<file path="config.mk">
export PLATFORM = sky130hd
export DESIGN_NAME = icache_req_arbiter
export DESIGN_NICKNAME = d
export VERILOG_FILES = /design/src/rtl/icache_req_arbiter_pkg.sv /design/src/rtl/icache_req_arbiter_rr.sv /design/src/rtl/icache_req_arbiter.sv
export SDC_FILE = /design/constraint.sdc
export NUM_CORES = 1
export LEC_CHECK = 0
export BUFFER_PORTS_ARGS = -buffer_cell sky130_fd_sc_hd__buf_2
export CORE_ASPECT_RATIO = 0.75
export CORE_MARGIN = 2
export CORE_UTILIZATION = 40
export DETAILED_ROUTE_END_ITERATION = 12
export PLACE_DENSITY = 0.86
export SLEW_MARGIN = 20
export SYNTH_ARGS = -nofsm -noshare
export SYNTH_HDL_FRONTEND = slang
export SYNTH_SLANG_ARGS = --single-unit
</file>
<file path="constraint.sdc">
create_clock -name clk -period 2.4 [get_ports clk]
set_input_delay 0.12 -clock clk [delete_from_list [all_inputs] [get_ports clk]]
set_output_delay 0.12 -clock clk [all_outputs]
set_load 0.01 [all_outputs]
</file>
<file path="src/rtl/icache_req_arbiter_pkg.sv">
`default_nettype none
// ============================================================================
//  Module      : icache_req_arbiter_pkg
//  Description : Shared sizing helpers and icache tag layout for the fetch
//                request arbiter. The icache echoes the tag unchanged, so both
//                sides must agree on where the requester index lives.
//                Tag layout: {requester_tag[TAG_WIDTH-1:0], index[SEL_BITS-1:0]}
//  Revision    : 1.0 - initial release
// ============================================================================
package icache_req_arbiter_pkg;

    // Bit position of the requester index inside the icache tag.
    localparam int TAG_SEL_LSB = 0;

    // Requester index width; a single requester still carries a 1-bit field.
    function automatic int calc_sel_bits(input int num_reqs);
        return (num_reqs > 1) ? $clog2(num_reqs) : 1;
    endfunction

    // Outstanding counter width, wide enough to hold MAX_OUTST itself.
    function automatic int calc_cnt_width(input int max_outst);
        return $clog2(max_outst + 1);
    endfunction

    // Total icache-side tag width.
    function automatic int calc_icache_tag_width(input int tag_width, input int sel_bits);
        return tag_width + sel_bits;
    endfunction

endpackage
`default_nettype wire

</file>
<file path="src/rtl/icache_req_arbiter_rr.sv">
`default_nettype none
// ============================================================================
//  Module      : rr_arbiter
//  Description : Combinational round-robin picker. Scans the eligible vector
//                starting at ptr with wrap-around and returns the first hit.
//                No grant is produced unless advance is high.
//  Ports       : eligible  in  NUM_REQS  candidates this cycle
//                ptr       in  SEL_BITS  highest-priority index
//                advance   in  1         downstream can take a request
//                grant     out NUM_REQS  one-hot grant (all zero if none)
//                grant_idx out SEL_BITS  binary index of the grant
//  Revision    : 1.0 - initial release
// ============================================================================
module rr_arbiter
    import icache_req_arbiter_pkg::*;
#(
    parameter int NUM_REQS = 2,
    localparam int SEL_BITS = calc_sel_bits(NUM_REQS)
) (
    input  logic [NUM_REQS-1:0] eligible,
    input  logic [SEL_BITS-1:0] ptr,
    input  logic                advance,
    output logic [NUM_REQS-1:0] grant,
    output logic [SEL_BITS-1:0] grant_idx
);

    logic w_found;

    always_comb begin
        grant     = '0;
        grant_idx = '0;
        w_found   = 1'b0;
        for (int k = 0; k < NUM_REQS; k++) begin
            int cand;
            // ptr is always < NUM_REQS, so one subtraction is enough to wrap.
            cand = int'(ptr) + k;
            if (cand >= NUM_REQS) begin
                cand = cand - NUM_REQS;
            end
            if (!w_found && advance && eligible[cand]) begin
                w_found     = 1'b1;
                grant[cand] = 1'b1;
                grant_idx   = SEL_BITS'(cand);
            end
        end
    end

endmodule
`default_nettype wire

</file>
<file path="src/rtl/icache_req_arbiter.sv">
`default_nettype none
// ============================================================================
//  Module      : icache_req_arbiter
//  Description : Shares one icache request/response port among NUM_REQS fetch
//                requesters. Round-robin grant into a single registered
//                request stage, per-requester outstanding limiting, and
//                response routing by the index carried in the tag LSBs.
//  Ports       : clk, reset (async, active-high)
//                req_valid/req_addr/req_tag/req_ready   requester side
//                rsp_valid/rsp_data/rsp_tag/rsp_ready   requester responses
//                icache_req_*                            cache request port
//                icache_rsp_*                            cache response port
//                err   sticky unexpected-response flag
//                busy  stage occupied or any request in flight
//  Revision    : 1.0 - initial release
// ============================================================================
module icache_req_arbiter
    import icache_req_arbiter_pkg::*;
#(
    parameter int NUM_REQS   = 2,
    parameter int ADDR_WIDTH = 30,
    parameter int DATA_WIDTH = 32,
    parameter int TAG_WIDTH  = 8,
    parameter int MAX_OUTST  = 4,
    localparam int SEL_BITS  = calc_sel_bits(NUM_REQS),
    localparam int ITAG_W    = calc_icache_tag_width(TAG_WIDTH, SEL_BITS)
) (
    input  logic                           clk,
    input  logic                           reset,
    input  logic [NUM_REQS-1:0]            req_valid,
    input  logic [NUM_REQS*ADDR_WIDTH-1:0] req_addr,
    input  logic [NUM_REQS*TAG_WIDTH-1:0]  req_tag,
    output logic [NUM_REQS-1:0]            req_ready,
    output logic [NUM_REQS-1:0]            rsp_valid,
    output logic [DATA_WIDTH-1:0]          rsp_data,
    output logic [TAG_WIDTH-1:0]           rsp_tag,
    input  logic [NUM_REQS-1:0]            rsp_ready,
    output logic                           icache_req_valid,
    output logic [ADDR_WIDTH-1:0]          icache_req_addr,
    output logic [ITAG_W-1:0]              icache_req_tag,
    input  logic                           icache_req_ready,
    input  logic                           icache_rsp_valid,
    input  logic [DATA_WIDTH-1:0]          icache_rsp_data,
    input  logic [ITAG_W-1:0]              icache_rsp_tag,
    output logic                           icache_rsp_ready,
    output logic                           err,
    output logic                           busy
);

    localparam int                 CNT_W      = calc_cnt_width(MAX_OUTST);
    localparam logic [CNT_W-1:0]   C_MAX_CNT  = CNT_W'(MAX_OUTST);
    localparam logic [SEL_BITS:0]  C_NUM_REQS = (SEL_BITS + 1)'(NUM_REQS);
    localparam logic [SEL_BITS-1:0] C_LAST_IDX = SEL_BITS'(NUM_REQS - 1);

    // ------------------------------------------------------------------
    // State
    // ------------------------------------------------------------------
    logic                  r_stage_valid;
    logic [ADDR_WIDTH-1:0] r_stage_addr;
    logic [ITAG_W-1:0]     r_stage_tag;
    logic [SEL_BITS-1:0]   r_ptr;
    logic [CNT_W-1:0]      r_cnt [NUM_REQS];
    logic                  r_err;

    // ------------------------------------------------------------------
    // Combinational signals
    // ------------------------------------------------------------------
    logic [ADDR_WIDTH-1:0] w_addr_arr [NUM_REQS];
    logic [TAG_WIDTH-1:0]  w_tag_arr  [NUM_REQS];
    logic [NUM_REQS-1:0]   w_eligible;
    logic [NUM_REQS-1:0]   w_grant;
    logic [SEL_BITS-1:0]   w_grant_idx;
    logic                  w_advance;
    logic                  w_accept;
    logic [NUM_REQS-1:0]   w_cnt_nz;
    logic [NUM_REQS-1:0]   w_rsp_fire;
    logic [SEL_BITS-1:0]   w_rsp_sel;
    logic                  w_sel_in_range;
    logic                  w_sel_cnt_zero;
    logic                  w_sel_rsp_ready;
    logic                  w_rsp_expected;

    generate
        for (genvar gi = 0; gi < NUM_REQS; gi++) begin : g_req
            assign w_addr_arr[gi] = req_addr[gi*ADDR_WIDTH +: ADDR_WIDTH];
            assign w_tag_arr[gi]  = req_tag[gi*TAG_WIDTH +: TAG_WIDTH];
            // Eligibility gating is what keeps the counters from overflowing.
            assign w_eligible[gi] = req_valid[gi] && (r_cnt[gi] < C_MAX_CNT);
            assign w_cnt_nz[gi]   = |r_cnt[gi];
        end
    endgenerate

    // The stage can be refilled in the same cycle it drains, so streaming
    // traffic sees no bubble. Grants are suppressed while reset is held.
    assign w_advance = (~r_stage_valid | icache_req_ready) & ~reset;

    rr_arbiter #(
        .NUM_REQS (NUM_REQS)
    ) u_rr (
        .eligible  (w_eligible),
        .ptr       (r_ptr),
        .advance   (w_advance),
        .grant     (w_grant),
        .grant_idx (w_grant_idx)
    );

    // A grant is only issued to an eligible (hence valid) requester, so any
    // grant bit is an accept.
    assign req_ready = w_grant;
    assign w_accept  = |w_grant;

    // ------------------------------------------------------------------
    // Request stage
    // ------------------------------------------------------------------
    always_ff @(posedge clk or posedge reset) begin
        if (reset) begin
            r_stage_valid <= 1'b0;
            r_stage_addr  <= '0;
            r_stage_tag   <= '0;
        end else if (w_accept) begin
            r_stage_valid <= 1'b1;
            r_stage_addr  <= w_addr_arr[w_grant_idx];
            r_stage_tag   <= {w_tag_arr[w_grant_idx], w_grant_idx};
        end else if (icache_req_ready) begin
            r_stage_valid <= 1'b0;
        end
    end

    assign icache_req_valid = r_stage_valid;
    assign icache_req_addr  = r_stage_addr;
    assign icache_req_tag   = r_stage_tag;

    // Pointer moves only on accept so a stalled stage keeps its fairness order.
    always_ff @(posedge clk or posedge reset) begin
        if (reset) begin
            r_ptr <= '0;
        end else if (w_accept) begin
            r_ptr <= (w_grant_idx == C_LAST_IDX) ? '0 : w_grant_idx + SEL_BITS'(1);
        end
    end

    // ------------------------------------------------------------------
    // Response routing
    // ------------------------------------------------------------------
    assign w_rsp_sel      = icache_rsp_tag[TAG_SEL_LSB +: SEL_BITS];
    assign w_sel_in_range = ({1'b0, w_rsp_sel} < C_NUM_REQS);

    always_comb begin
        w_sel_cnt_zero  = 1'b1;
        w_sel_rsp_ready = 1'b0;
        for (int i = 0; i < NUM_REQS; i++) begin
            if (w_rsp_sel == SEL_BITS'(i)) begin
                w_sel_cnt_zero  = (r_cnt[i] == '0);
                w_sel_rsp_ready = rsp_ready[i];
            end
        end
    end

    // A response is only routed when its requester actually has one pending;
    // anything else is swallowed so a stray response cannot wedge the cache.
    assign w_rsp_expected   = w_sel_in_range && !w_sel_cnt_zero;
    assign icache_rsp_ready = w_rsp_expected ? w_sel_rsp_ready : 1'b1;
    assign rsp_data         = icache_rsp_data;
    assign rsp_tag          = icache_rsp_tag[SEL_BITS +: TAG_WIDTH];

    generate
        for (genvar gi = 0; gi < NUM_REQS; gi++) begin : g_rsp
            assign rsp_valid[gi]  = icache_rsp_valid && w_rsp_expected &&
                                    (w_rsp_sel == SEL_BITS'(gi));
            assign w_rsp_fire[gi] = rsp_valid[gi] && rsp_ready[gi];
        end
    endgenerate

    // ------------------------------------------------------------------
    // Outstanding counters: simultaneous accept and response cancel out.
    // ------------------------------------------------------------------
    generate
        for (genvar gi = 0; gi < NUM_REQS; gi++) begin : g_cnt
            always_ff @(posedge clk or posedge reset) begin
                if (reset) begin
                    r_cnt[gi] <= '0;
                end else begin
                    case ({w_grant[gi], w_rsp_fire[gi]})
                        2'b10:   r_cnt[gi] <= r_cnt[gi] + CNT_W'(1);
                        2'b01:   r_cnt[gi] <= r_cnt[gi] - CNT_W'(1);
                        default: r_cnt[gi] <= r_cnt[gi];
                    endcase
                end
            end
        end
    endgenerate

    always_ff @(posedge clk or posedge reset) begin
        if (reset) begin
            r_err <= 1'b0;
        end else if (icache_rsp_valid && !w_rsp_expected) begin
            r_err <= 1'b1;
        end
    end

    assign err  = r_err;
    assign busy = r_stage_valid | (|w_cnt_nz);

endmodule
`default_nettype wire

</file>
==> flow_summary.json <==
{
  "drv_slew": 0,
  "crit_fanout": 5,
  "layout-drive-gt1-share": 0.3756,
  "multiInputGateArea_um2": 719.4,
  "die_y_um": 75.63,
  "syn_area_um2": 2736,
  "critPathLaunchType": "flop",
  "worstSkewPairLatency_ns": 0.29,
  "setup-tns-final_ns": 0,
  "rsz0062_at_grt": "no",
  "cp-end-kind": "flop",
  "cts_resized": 0,
  "critPathKind": "reg -> reg",
  "fin_nets": 522,
  "h-tree-depth": 2,
  "tightest_slew_ns": 0.5071,
  "clock_path_buffers": 2,
  "setup_viol": 0,
  "synth-edff-count": 0,
  "numCtsBuffers": 5,
  "fmax_mhz": 470.7,
  "yosysWarnings": 0,
  "post_cts.repair.setup_buffers": 0,
  "grt_first_pass_wirelength_um": 9432,
  "regToRegSetupSlack_ns": 0.28,
  "r2r_end": "r_cnt[2]$_DFFE_PP0P_",
  "cts.clk_slew.worst_paths_ns": 0.08,
  "vdd_drop_max_uv": 430.8,
  "max_slew_margin": 0.6612,
  "place_hpwl_um": 4435,
  "yosys_register_bits": 48,
  "avgSynthCellArea_um2": 9.091,
  "arrival_ns": 2.34,
  "place_congestion": 0.7860,
  "antenna_found_initial": 0,
  "hold_buffers": 1,
  "reg2reg_depth": 9,
  "whs_path_depth": 3,
  "rows": 26,
  "fin_worst_skew_ns": 0.002149,
  "io_buffers": 131,
  "fp.dieW_um": 99.51,
  "vias_per_cell": 4.826,
  "design_area_um2": 3297,
  "syn_nets": 430,
  "place_area_um2": 3197,
  "die_area_um2": 7526,
  "drt_iter0_markers": 169,
  "clock-sinks": 48,
  "drc": 0,
  "seqCellArea_um2": 1201,
  "grt_max_degree": 42,
  "core_area_um2": 6701,
  "pin_count": 212,
  "rr_startpoint": "icache_req_valid$_DFFE_PP0P_",
  "grt_pass1_vias": 2145,
  "hp-start": "req_addr[59]",
  "ys_async_sr_fraction": 1.000,
  "synth_ff_type": "dfrtp_1",
  "status": "finished, final reports clean",
  "wirelength_um": 6053,
  "p_leak_nw": 2.053,
  "cts_tree": "yes",
  "nFillCells": 622,
  "ys_types": 30,
  "grt_use_total": 0.1566,
  "routedWlPerCell_um": 12.66,
  "powerDensity_nw_per_um2": 1004,
  "cts_root_buffer": "clkbuf_8",
  "synth_seq_area_share": 0.4390,
  "initial_utilization": 0.4083,
  "dr.pass1.iters": 9,
  "min_path_type": "in -> reg",
  "drv_cap": 0,
  "period_share": 0.8852,
  "holdWs_ns": 0.06233,
  "whs_endpoint": "icache_req_addr[29]$_DFFE_PP0P_",
  "required_ns": 2.61,
  "min_period_ns": 2.124,
  "n_antenna_cell": 0,
  "grt.overflow.total": 0,
  "vias": 2307,
  "synthCells": 301,
  "antenna_left": 0,
  "syn_to_final_growth_pct": 20.48,
  "hold_viol": 0
}
worst max-delay path, cell delays in order (launching register included):
cell and delay [ns]:
dfrtp_1 0.38, nor2b_1 0.45, nor4_4 0.09, inv_1 0.08, ha_1 0.19, inv_1 0.06, fa_1 0.37, xor2_1 0.15
nor2_1 0.12, xor2_1 0.16
through the flow:
stage / util / setup WS (ns) / power, W / instances
3_3_place_gp: 0.4770 / 0.3523 / 0.002784 / 469
5_1_grt: 0.4920 / 0.1218 / 0.003611 / 478
2_1_floorplan: - / 0.1614 / 0.002342 / 301
4_1_cts: 0.4920 / 0.2602 / 0.003366 / 478
3_5_place_dp: 0.4770 / 0.2788 / 0.002858 / 469
6_report: 0.4920 / 0.2755 / 0.003311 / 478
cell usage in the layout, fill, tap and decap left out, drive strengths merged, types with 2 or more instances in the layout:
cell type,netlist,final
or3,2,2
buf,48,136
mux2i,2,2
nand2,2,2
a222oi,38,38
fa,2,2
nand2b,3,3
dfrtp,48,48
nor2,4,4
ha,2,2
xnor2,2,2
and2,2,2
xor2,4,4
clkbuf,4,8
and3,2,2
inv,124,124
nor4,2,2
registers in the layout (all words and copies together), names as in the netlist:
signal / cells
err: 1
r_cnt: 6
icache_req_tag: 9
icache_req_addr: 30
r_ptr: 1
icache_req_valid: 1
power by group:
part | total, W | internal, W | switching, W | leakage (nW)
Clock | 0.000483 | 0.000235 | 0.000248 | 0.0455
Combinational | 0.00143 | 0.000673 | 0.000755 | 1.48
Sequential | 0.00140 | 0.00119 | 0.000213 | 0.526
Total | 0.00331 | 0.00209 | 0.00122 | 2.05
cell families (layout without fill, tap and decap cells):
family | count (synthesis) | in the layout | synth area share
muxes | 2 | 2 | 0.007316
AOI/OAI and AO/OA | 43 | 43 | 0.1532
adders and majority gates | 4 | 4 | 0.02378
buffers and inverters | 176 | 269 | 0.3045
xor gates and xnor gates | 6 | 6 | 0.01920
and+or+nand+nor | 22 | 22 | 0.05304
DFF | 48 | 48 | 0.4390
routing by layer:
layer	GRT usage	wire (µm)	up-vias
li1	-	-	1090
met1	0.1931	2491	1091
met2	0.2725	2955	124
met3	0.04771	580	2
met4	0.04414	25	0
met5	0	0	-
worst max path at each step:
stage                            to  cells after the start  slack [ns]                         start
3_5_place_dp   r_cnt[2]$_DFFE_PP0P_                      9        0.28  icache_req_valid$_DFFE_PP0P_
3_3_place_gp   r_cnt[2]$_DFFE_PP0P_                      9        0.35          r_cnt[2]$_DFFE_PP0P_
6_report       r_cnt[2]$_DFFE_PP0P_                      9        0.28  icache_req_valid$_DFFE_PP0P_
5_1_grt        r_cnt[2]$_DFFE_PP0P_                      9        0.12  icache_req_valid$_DFFE_PP0P_
2_1_floorplan  r_cnt[5]$_DFFE_PP0P_                     10        0.16  icache_req_valid$_DFFE_PP0P_
4_1_cts        r_cnt[2]$_DFFE_PP0P_                      9        0.26  icache_req_valid$_DFFE_PP0P_
layout make-up:
| type | count | share of cell area |
|---|---|---|
| repair buffers | 137 | 0.2171 |
| inverters | 124 | 0.1412 |
| clock buffers | 8 | 0.02732 |
| multi-input cells | 77 | 0.2182 |
| flip-flops and latches | 48 | 0.3643 |
| well taps | 84 | 0.03188 |
synthesized netlist by cell type, types with 2 or more instances:
| cell type | count | area share |
|---|---|---|
| clkbuf_1 | 4 | 0.0055 |
| mux2i_1 | 2 | 0.0073 |
| nand2_1 | 2 | 0.0027 |
| nor4_2 | 2 | 0.0091 |
| buf_6 | 2 | 0.0082 |
| or3_1 | 2 | 0.0046 |
| xor2_1 | 4 | 0.013 |
| and2_1 | 2 | 0.0046 |
| inv_1 | 124 | 0.17 |
| nand2b_1 | 2 | 0.0046 |
| fa_1 | 2 | 0.015 |
| dfrtp_1 | 48 | 0.44 |
| a222oi_1 | 38 | 0.14 |
| nor2_1 | 4 | 0.0055 |
| ha_1 | 2 | 0.0091 |
| buf_4 | 40 | 0.11 |
| buf_2 | 6 | 0.011 |
| xnor2_1 | 2 | 0.0064 |
| and3_1 | 2 | 0.0046 |
Power figures use the tool's default switching activity.
